<file path="config.mk">
export PLATFORM = sky130hd
export DESIGN_NAME = frame_decode_flat
export DESIGN_NICKNAME = d
export VERILOG_FILES = /design/src/rtl/frame_decode_if.sv /design/src/rtl/frame_decode.sv /design/src/flat_wrapper.sv
export SDC_FILE = /design/constraint.sdc
export NUM_CORES = 1
export LEC_CHECK = 0
export ABC_AREA = 1
export CAP_MARGIN = 40
export CORE_MARGIN = 2
export CORE_UTILIZATION = 40
export DETAILED_ROUTE_END_ITERATION = 10
export PLACE_DENSITY = 0.65
export SYNTH_ARGS = -nofsm -noshare
export SYNTH_HDL_FRONTEND = slang
export SYNTH_SLANG_ARGS = --single-unit
</file>
<file path="constraint.sdc">
create_clock -name clk -period 5.1 [get_ports clk]
set_clock_uncertainty 0.15 [all_clocks]
set_input_delay 0.765 -clock clk [delete_from_list [all_inputs] [get_ports clk]]
set_output_delay 0.765 -clock clk [all_outputs]
set_load 0.02 [all_outputs]
</file>
<file path="src/rtl/frame_decode_if.sv">
//------------------------------------------------------------------------------
// Module  : frame_decode_if
// Brief   : Decoded-bit input stream and assembled-byte output stream of frame_decode.
// Revision: 1.0 - initial release
//------------------------------------------------------------------------------
`default_nettype none

interface frame_decode_if;
    logic       in_soc;
    logic       in_eoc;
    logic       in_data;
    logic       in_data_valid;
    logic       in_error;
    logic       out_soc;
    logic       out_eoc;
    logic [7:0] out_data;
    logic [2:0] out_data_bits;
    logic       out_data_valid;
    logic       out_error;

    modport master (
        output in_soc, in_eoc, in_data, in_data_valid, in_error,
        input  out_soc, out_eoc, out_data, out_data_bits, out_data_valid, out_error
    );

    modport slave (
        input  in_soc, in_eoc, in_data, in_data_valid, in_error,
        output out_soc, out_eoc, out_data, out_data_bits, out_data_valid, out_error
    );
endinterface

`default_nettype wire

</file>
<file path="src/rtl/frame_decode.sv">
//------------------------------------------------------------------------------
// Module  : frame_decode
// Brief   : Assembles LSB-first bytes from the ISO14443A decoded bit stream,
//           checks odd parity and passes a trailing partial byte with its bit count.
// Revision: 1.0 - initial release
//------------------------------------------------------------------------------
`default_nettype none

module frame_decode #(
    parameter bit CHECK_PARITY = 1'b1
) (
    input  wire logic      clk,
    input  wire logic      rst_n,
    frame_decode_if.slave  bus
);

    typedef enum logic [1:0] {
        ST_IDLE   = 2'd0,
        ST_DATA   = 2'd1,
        ST_PARITY = 2'd2,
        ST_ERROR  = 2'd3
    } state_t;

    state_t     r_state;
    state_t     w_state_nxt;
    logic [3:0] r_cnt;
    logic [3:0] w_cnt_nxt;
    logic [7:0] r_shift;
    logic [7:0] w_shift_nxt;
    logic       r_soc,   w_soc_nxt;
    logic       r_eoc,   w_eoc_nxt;
    logic       r_valid, w_valid_nxt;
    logic       r_err,   w_err_nxt;
    logic [7:0] r_data,  w_data_nxt;
    logic [2:0] r_bits,  w_bits_nxt;
    logic       w_parity_ok;

    always_ff @(posedge clk or negedge rst_n) begin
        if (!rst_n) begin
            r_state <= ST_IDLE;
            r_cnt   <= 4'd0;
            r_shift <= 8'd0;
            r_soc   <= 1'b0;
            r_eoc   <= 1'b0;
            r_valid <= 1'b0;
            r_err   <= 1'b0;
            r_data  <= 8'd0;
            r_bits  <= 3'd0;
        end else begin
            r_state <= w_state_nxt;
            r_cnt   <= w_cnt_nxt;
            r_shift <= w_shift_nxt;
            r_soc   <= w_soc_nxt;
            r_eoc   <= w_eoc_nxt;
            r_valid <= w_valid_nxt;
            r_err   <= w_err_nxt;
            r_data  <= w_data_nxt;
            r_bits  <= w_bits_nxt;
        end
    end

    always_comb begin
        w_state_nxt = r_state;
        w_cnt_nxt   = r_cnt;
        w_shift_nxt = r_shift;
        w_soc_nxt   = 1'b0;
        w_eoc_nxt   = 1'b0;
        w_valid_nxt = 1'b0;
        w_err_nxt   = 1'b0;
        w_data_nxt  = r_data;
        w_bits_nxt  = r_bits;
        // Odd parity: the eight data bits plus the parity bit carry an odd number of ones.
        w_parity_ok = ^{r_shift, bus.in_data};

        if (bus.in_soc) begin
            // A start in any state (including a missing eoc) restarts the frame.
            w_soc_nxt   = 1'b1;
            w_cnt_nxt   = 4'd0;
            w_shift_nxt = 8'd0;
            w_state_nxt = ST_DATA;
        end else if (r_state != ST_IDLE) begin
            if (bus.in_eoc) begin
                w_eoc_nxt   = 1'b1;
                w_state_nxt = ST_IDLE;
                case (r_state)
                    ST_DATA: begin
                        if (r_cnt != 4'd0) begin
                            w_valid_nxt = 1'b1;
                            w_data_nxt  = r_shift;
                            w_bits_nxt  = r_cnt[2:0];
                        end
                    end
                    ST_PARITY: w_err_nxt = 1'b1;
                    default: ;
                endcase
            end else if (bus.in_error && (r_state != ST_ERROR)) begin
                w_err_nxt   = 1'b1;
                w_state_nxt = ST_ERROR;
            end else if (bus.in_data_valid) begin
                case (r_state)
                    ST_DATA: begin
                        w_shift_nxt[r_cnt[2:0]] = bus.in_data;
                        w_cnt_nxt               = r_cnt + 4'd1;
                        if (r_cnt == 4'd7)
                            w_state_nxt = ST_PARITY;
                    end
                    ST_PARITY: begin
                        if (CHECK_PARITY && !w_parity_ok) begin
                            w_err_nxt   = 1'b1;
                            w_state_nxt = ST_ERROR;
                        end else begin
                            w_valid_nxt = 1'b1;
                            w_data_nxt  = r_shift;
                            w_bits_nxt  = 3'd0;
                            w_cnt_nxt   = 4'd0;
                            w_shift_nxt = 8'd0;
                            w_state_nxt = ST_DATA;
                        end
                    end
                    default: ;
                endcase
            end
        end
    end

    assign bus.out_soc        = r_soc;
    assign bus.out_eoc        = r_eoc;
    assign bus.out_data       = r_data;
    assign bus.out_data_bits  = r_bits;
    assign bus.out_data_valid = r_valid;
    assign bus.out_error      = r_err;

endmodule

`default_nettype wire

</file>
<file path="src/flat_wrapper.sv">
// flat-port wrapper written by rule: the top's interface ports become plain ports
module frame_decode_flat 
#(
    parameter bit CHECK_PARITY = 1'b1
)
  (clk, rst_n, bus_in_soc, bus_in_eoc, bus_in_data, bus_in_data_valid, bus_in_error, bus_out_soc, bus_out_eoc, bus_out_data, bus_out_data_bits, bus_out_data_valid, bus_out_error);
  frame_decode_if bus_i ();
  input  wire logic clk;
  input  wire logic rst_n;
  input wire logic [$bits(bus_i.in_soc)-1:0] bus_in_soc;
  input wire logic [$bits(bus_i.in_eoc)-1:0] bus_in_eoc;
  input wire logic [$bits(bus_i.in_data)-1:0] bus_in_data;
  input wire logic [$bits(bus_i.in_data_valid)-1:0] bus_in_data_valid;
  input wire logic [$bits(bus_i.in_error)-1:0] bus_in_error;
  output wire logic [$bits(bus_i.out_soc)-1:0] bus_out_soc;
  output wire logic [$bits(bus_i.out_eoc)-1:0] bus_out_eoc;
  output wire logic [$bits(bus_i.out_data)-1:0] bus_out_data;
  output wire logic [$bits(bus_i.out_data_bits)-1:0] bus_out_data_bits;
  output wire logic [$bits(bus_i.out_data_valid)-1:0] bus_out_data_valid;
  output wire logic [$bits(bus_i.out_error)-1:0] bus_out_error;
  assign bus_i.in_soc = bus_in_soc;
  assign bus_i.in_eoc = bus_in_eoc;
  assign bus_i.in_data = bus_in_data;
  assign bus_i.in_data_valid = bus_in_data_valid;
  assign bus_i.in_error = bus_in_error;
  assign bus_out_soc = bus_i.out_soc;
  assign bus_out_eoc = bus_i.out_eoc;
  assign bus_out_data = bus_i.out_data;
  assign bus_out_data_bits = bus_i.out_data_bits;
  assign bus_out_data_valid = bus_i.out_data_valid;
  assign bus_out_error = bus_i.out_error;
  frame_decode #(.CHECK_PARITY(CHECK_PARITY)) u_core (.clk(clk), .rst_n(rst_n), .bus(bus_i));
endmodule
</file>
* Word-level counts from Yosys, hierarchy flattened
Cells that the tools add are included.
Cells by class: add/subtract/negate cells 1, order comparisons 2, equality and inequality tests 11, mux-type cells 60, bitwise logic cells 1, reductions and logical operators 16
Operators by type and width (number):
- $mux 8 | 13
- $mux 4 | 6
- $mux 1 | 22
- $mux 3 | 7
- $pmux 8 s2 | 1
- $mux 2 | 7
- $reduce_bool 2->1 | 6
- $reduce_xor 9->1 | 1
- $bwmux 8 | 1
- $ne 2x2->1 const B | 4
- $pmux 4 s2 | 1
- $reduce_and 8->1 | 1
- $reduce_bool 4->1 | 2
- $reduce_and 6->1 | 1
- $ne 5x3->1 const B | 1
- $reduce_bool 5->1 | 1
- $add 4x1->4 const B | 1
- $eq 4x3->1 const B | 1
- $lt 3x4->1 const B | 1
- $ne 2x1->1 const B | 2
- $pmux 2 s2 | 1
- $reduce_and 4->1 | 1
- $demux 1 s3 | 1
- $ge 3x1->1 const B | 1
- other kinds (6) | 7
Storage, ports and cells: bits in registers 29, output and inout port bits 15

* Logic depth before layout (Yosys ltp)
depth after elaboration 11, gate-level depth with buffers 13, mapped depth without buffers 12

* Worst setup path after synthesis
OpenSTA, ideal clock, no wires.
kind in2reg, start point in bus_in_error, end point reg u_core.r_shift[7], library setup time 117 ps, data arrival time 1682 ps, required time 4833 ps, path slack 3151 ps, stages 9, buffers on the path 1, cell sequence inv_1 > nor2_1 > nor2_1 > o2111ai_1 > nand2_1 > buf_2 > nand3_1 > nand2_1 > nand2_1
Between the ends: longest elaborated chain between the ends 3
RTL lines:
- from (decl) | RTL line flat_wrapper.sv:14 | input wire logic [$bits(bus_i.in_error)-1:0] bus_in_error;
- $logic_and 1x1->1 | RTL line frame_decode.sv:96 | end else if (bus.in_error && (r_state != ST_ERROR)) begin
- $ne 2x2->1 (no line)
- $reduce_and 6->1 (no line)
- to (signal assigned) | RTL line frame_decode.sv:52 | r_shift <= w_shift_nxt;
- to (decl) | RTL line frame_decode.sv:28 | logic [7:0] r_shift;
No other way between the ends. A chain may end at the register's enable or synchronous reset.

* Worst setup path in the final report
start point in bus_in_soc, end point reg u_core.r_data[1] (netlist: u_core.bus.out_data[1])
Between the ends: longest elaborated chain between the ends 2
RTL lines:
- from (decl) | RTL line flat_wrapper.sv:10 | input wire logic [$bits(bus_i.in_soc)-1:0] bus_in_soc;
- $not 1->1 (no line)
- $reduce_and 8->1 (no line)
- to (signal assigned) | RTL line frame_decode.sv:57 | r_data <= w_data_nxt;
- to (decl) | RTL line frame_decode.sv:34 | logic [7:0] r_data, w_data_nxt;
No other way between the ends.

==> results.yml <==
cells_and_area:
  area.sequential_um2: 726
  num-fill-cells: 407
  num-nets-final: 261
  num_antenna_cells: 0
  post_route_cells_drive_above_1_share_pct: 9.64
  syn2layout_area_growth_pct: 19.8
  multi_input_area_um2: 837
  non_filler_cell_area_final_mm2: 0.00206
synth:
  synth_top_flop_cell: "dfrtp_1"
  synthTopCellsByArea: "dfrtp_1 42%, nand2_1 16%, nand4_1 6.2%"
  post_synth_instance_area_mm2: 0.00172
  async_flop_share_pct: 100
  ys_ff_latch: 29
  yosysWarningCount: 0
  synth.top_cells.by_count: "73 x nand2_1, 29 x dfrtp_1, 28 x inv_1"
  yosys.area.top_type: "dfrtp_1"
  postSynthAreaPerCell_um2: 7.63
  cell_count_after_synthesis: 225
  number_of_distinct_library_cells_after_synthesis: 25
  synthMostInstantiatedCell: "nand2_1"
  post-synth-top-area-fraction_pct: 42.3
  synth.yosys.seq_area_share_pct: 42.3
  number_of_flops_mapped_to_enable_cells_by_yosys: 0
  synthesis.nets: 238
grt:
  grt_use_total_pct: 16.9
  grt_pass1_vias: 1418
  antenna_found_initial: 0
  grt.overflow.total: 0
  global_route_wire_length_before_repair_mm: 6.58
  maximum_number_of_pins_on_one_net_before_global_route_repair: 30
floorplanning:
  core.rowCount: 23
  design.die.area_mm2: 0.00483
  ios: 22
  die_w_um: 69.5
  core_region_area_mm2: 0.00406
  chip_height_um: 69.5
  initial_core_utilization_pct: 42.3
timing:
  tightestPinTransition_ns: 0.808
  fmaxAchievable_mhz: 399
  post-route-min-period_ns: 2.50
  report.final.slew_viol_count: 0
  fin_crit_sh_pct: 49.1
  timing.final.setup_violations: 0
  final-hold-violation-count: 0
  timing.setup.tns_ns: 0
  hold_slack_ns: 0.319
  relSlewSlack_pct: 45.7
  grt_setup_unrepaired: "false"
power_and_ir_drop:
  cellLeakagePower_nw: 1.04
  p_total_uw: 749
  vdd_ir_drop_max_v: 0.000114
  power_density_mw_per_mm2: 364
clock_network:
  max-clock-path-buffers: 2
  root_buffer: "clkbuf_8"
  clock_tree.htree_level_count: 2
  clock_net_sink_count: 29
  cts_made_buffers: 5
  clk_transition_reported_paths_ns: 0.06
  hold_buffers: 0
  post_cts_resized: 0
  worstSkewPairLatency_ns: 0.28
  postCtsSetupRepairBufs: 0
  tritoncts: "built"
route:
  drt-vias-per-instance: 4.98
  drt-initial-drc-count: 47
  routedWlPerCell_um: 11.9
  first_pass_detailed_route_iteration_total: 4
  drcViolationCount: 0
  vias: 1488
  ant_nets: 0
  wl_mm: 3.54
worst_setup_path:
  worst_ep_arrival_time_ns: 2.53
  setup.worst_path.start_class: "primary input"
  required_time_of_the_critical_path_ns: 5.12
  critPathKind: "primary input to register"
  timing.critical_path.to_type: "register"
  crit_path_max_fanout: 12
  reg2regPathDepth: 8
place:
  place_congestion: 0.785
  postPlaceCellArea_mm2: 0.00196
  post-dp-hpwl_mm: 2.59
  io_buffers: 21
worst_hold_path:
  min-delay-path-class: "register to register"
  holdPathStages: 2
flow_run:
  max_cap_violations: 0
outcome:
  outcome: "completed"
-- per-stage QoR --
stage	setup slack (ns)	std cells	utilization (%)
final	2.60	299	50.7
after global routing	2.35	299	50.7
after CTS	2.61	299	50.7
after detailed placement	2.32	291	48.2
after global placement	2.33	291	48.2
after floorplan	3.15	225	-
-- path summary, 6_finish.rpt --
| path | to | slack (ns) | startpoint |
|---|---|---|---|
| worst max-delay path | u_core.bus.out_data[1] | 2.60 | bus_in_soc |
| worst min-delay path | u_core.bus.out_data[4] | 0.32 | u_core.bus.out_data[4] |
| worst max register to register | u_core.bus.out_data[1] | 2.80 | u_core.r_cnt[0] |
| worst min register to register | u_core.bus.out_data[4] | 0.32 | u_core.bus.out_data[4] |
| max in group asynchronous | u_core.bus.out_data[2] | 3.80 | rst_n |
| min in group asynchronous | u_core.r_state[0] | 0.71 | rst_n |
-- routing by layer --
| layer | wire length (um) | global-route usage (%) | part of all wire [%] |
|---|---|---|---|
| met1 | 1800 | 22.5 | 51 |
| met5 | 0 | 0 | 0 |
| met2 | 1550 | 26.8 | 44 |
| met4 | 47 | 5.23 | 1.3 |
| met3 | 139 | 4.36 | 3.9 |
-- final cells by class --
| type | count | share of cell area, % |
|---|---|---|
| clock buffer | 7 | 4.68 |
| inverter | 30 | 5.47 |
| multi-input combinational | 160 | 40.7 |
| sequential | 29 | 35.3 |
| clock inverter | 1 | 0.243 |
| tap | 50 | 3.04 |
| timing repair buffer | 22 | 10.6 |
-- flip-flops by register name (all words and copies together) (netlist names) --
name                       cells
u_core.bus.out_eoc             1
u_core.r_shift                 8
u_core.bus.out_data_valid      1
u_core.r_state                 2
u_core.bus.out_soc             1
u_core.bus.out_data_bits       3
u_core.bus.out_data            8
u_core.bus.out_error           1
u_core.r_cnt                   4
-- cells by family after synthesis --
kind of cell | Yosys count | synth area share, %
flops | 29 | 42.3
buf+inv | 36 | 8.96
xor+xnor | 1 | 0.510
fa+ha+maj | 6 | 4.37
compound gates | 17 | 5.76
simple gates | 136 | 38.1
-- report_power, final --
group	switching, mW	internal (mW)	leakage, nW
clock network	0.0874	0.122	0.0542
registers	0.0341	0.263	0.391
logic	0.148	0.0947	0.596
-- critical path: stages --
cell and delay (ns):
clkdlybuf4s50_1 0.54, nor2_1 0.19, o21ai_0 0.12, a21oi_2 0.46
nand3_4 0.27, nand2_1 0.12, nand2_1 0.05
-- layout by cell type (no fill, tap or decap), types with 2 or more instances in the layout --
cell / Yosys / final
nand3_1: 18 / 18
o21ai_0: 10 / 10
clkbuf_8: 0 / 7
nand4_1: 17 / 17
inv_2: 2 / 2
dfrtp_1: 29 / 29
nand2_1: 73 / 73
clkdlybuf4s50_1: 0 / 21
nand2_2: 5 / 5
nand2_4: 2 / 2
a21oi_1: 2 / 2
nor2_1: 7 / 7
nor3_1: 10 / 10
inv_1: 28 / 28
ha_1: 6 / 6
a31oi_1: 2 / 2
Note: power is estimated with default switching activity, not from simulation.
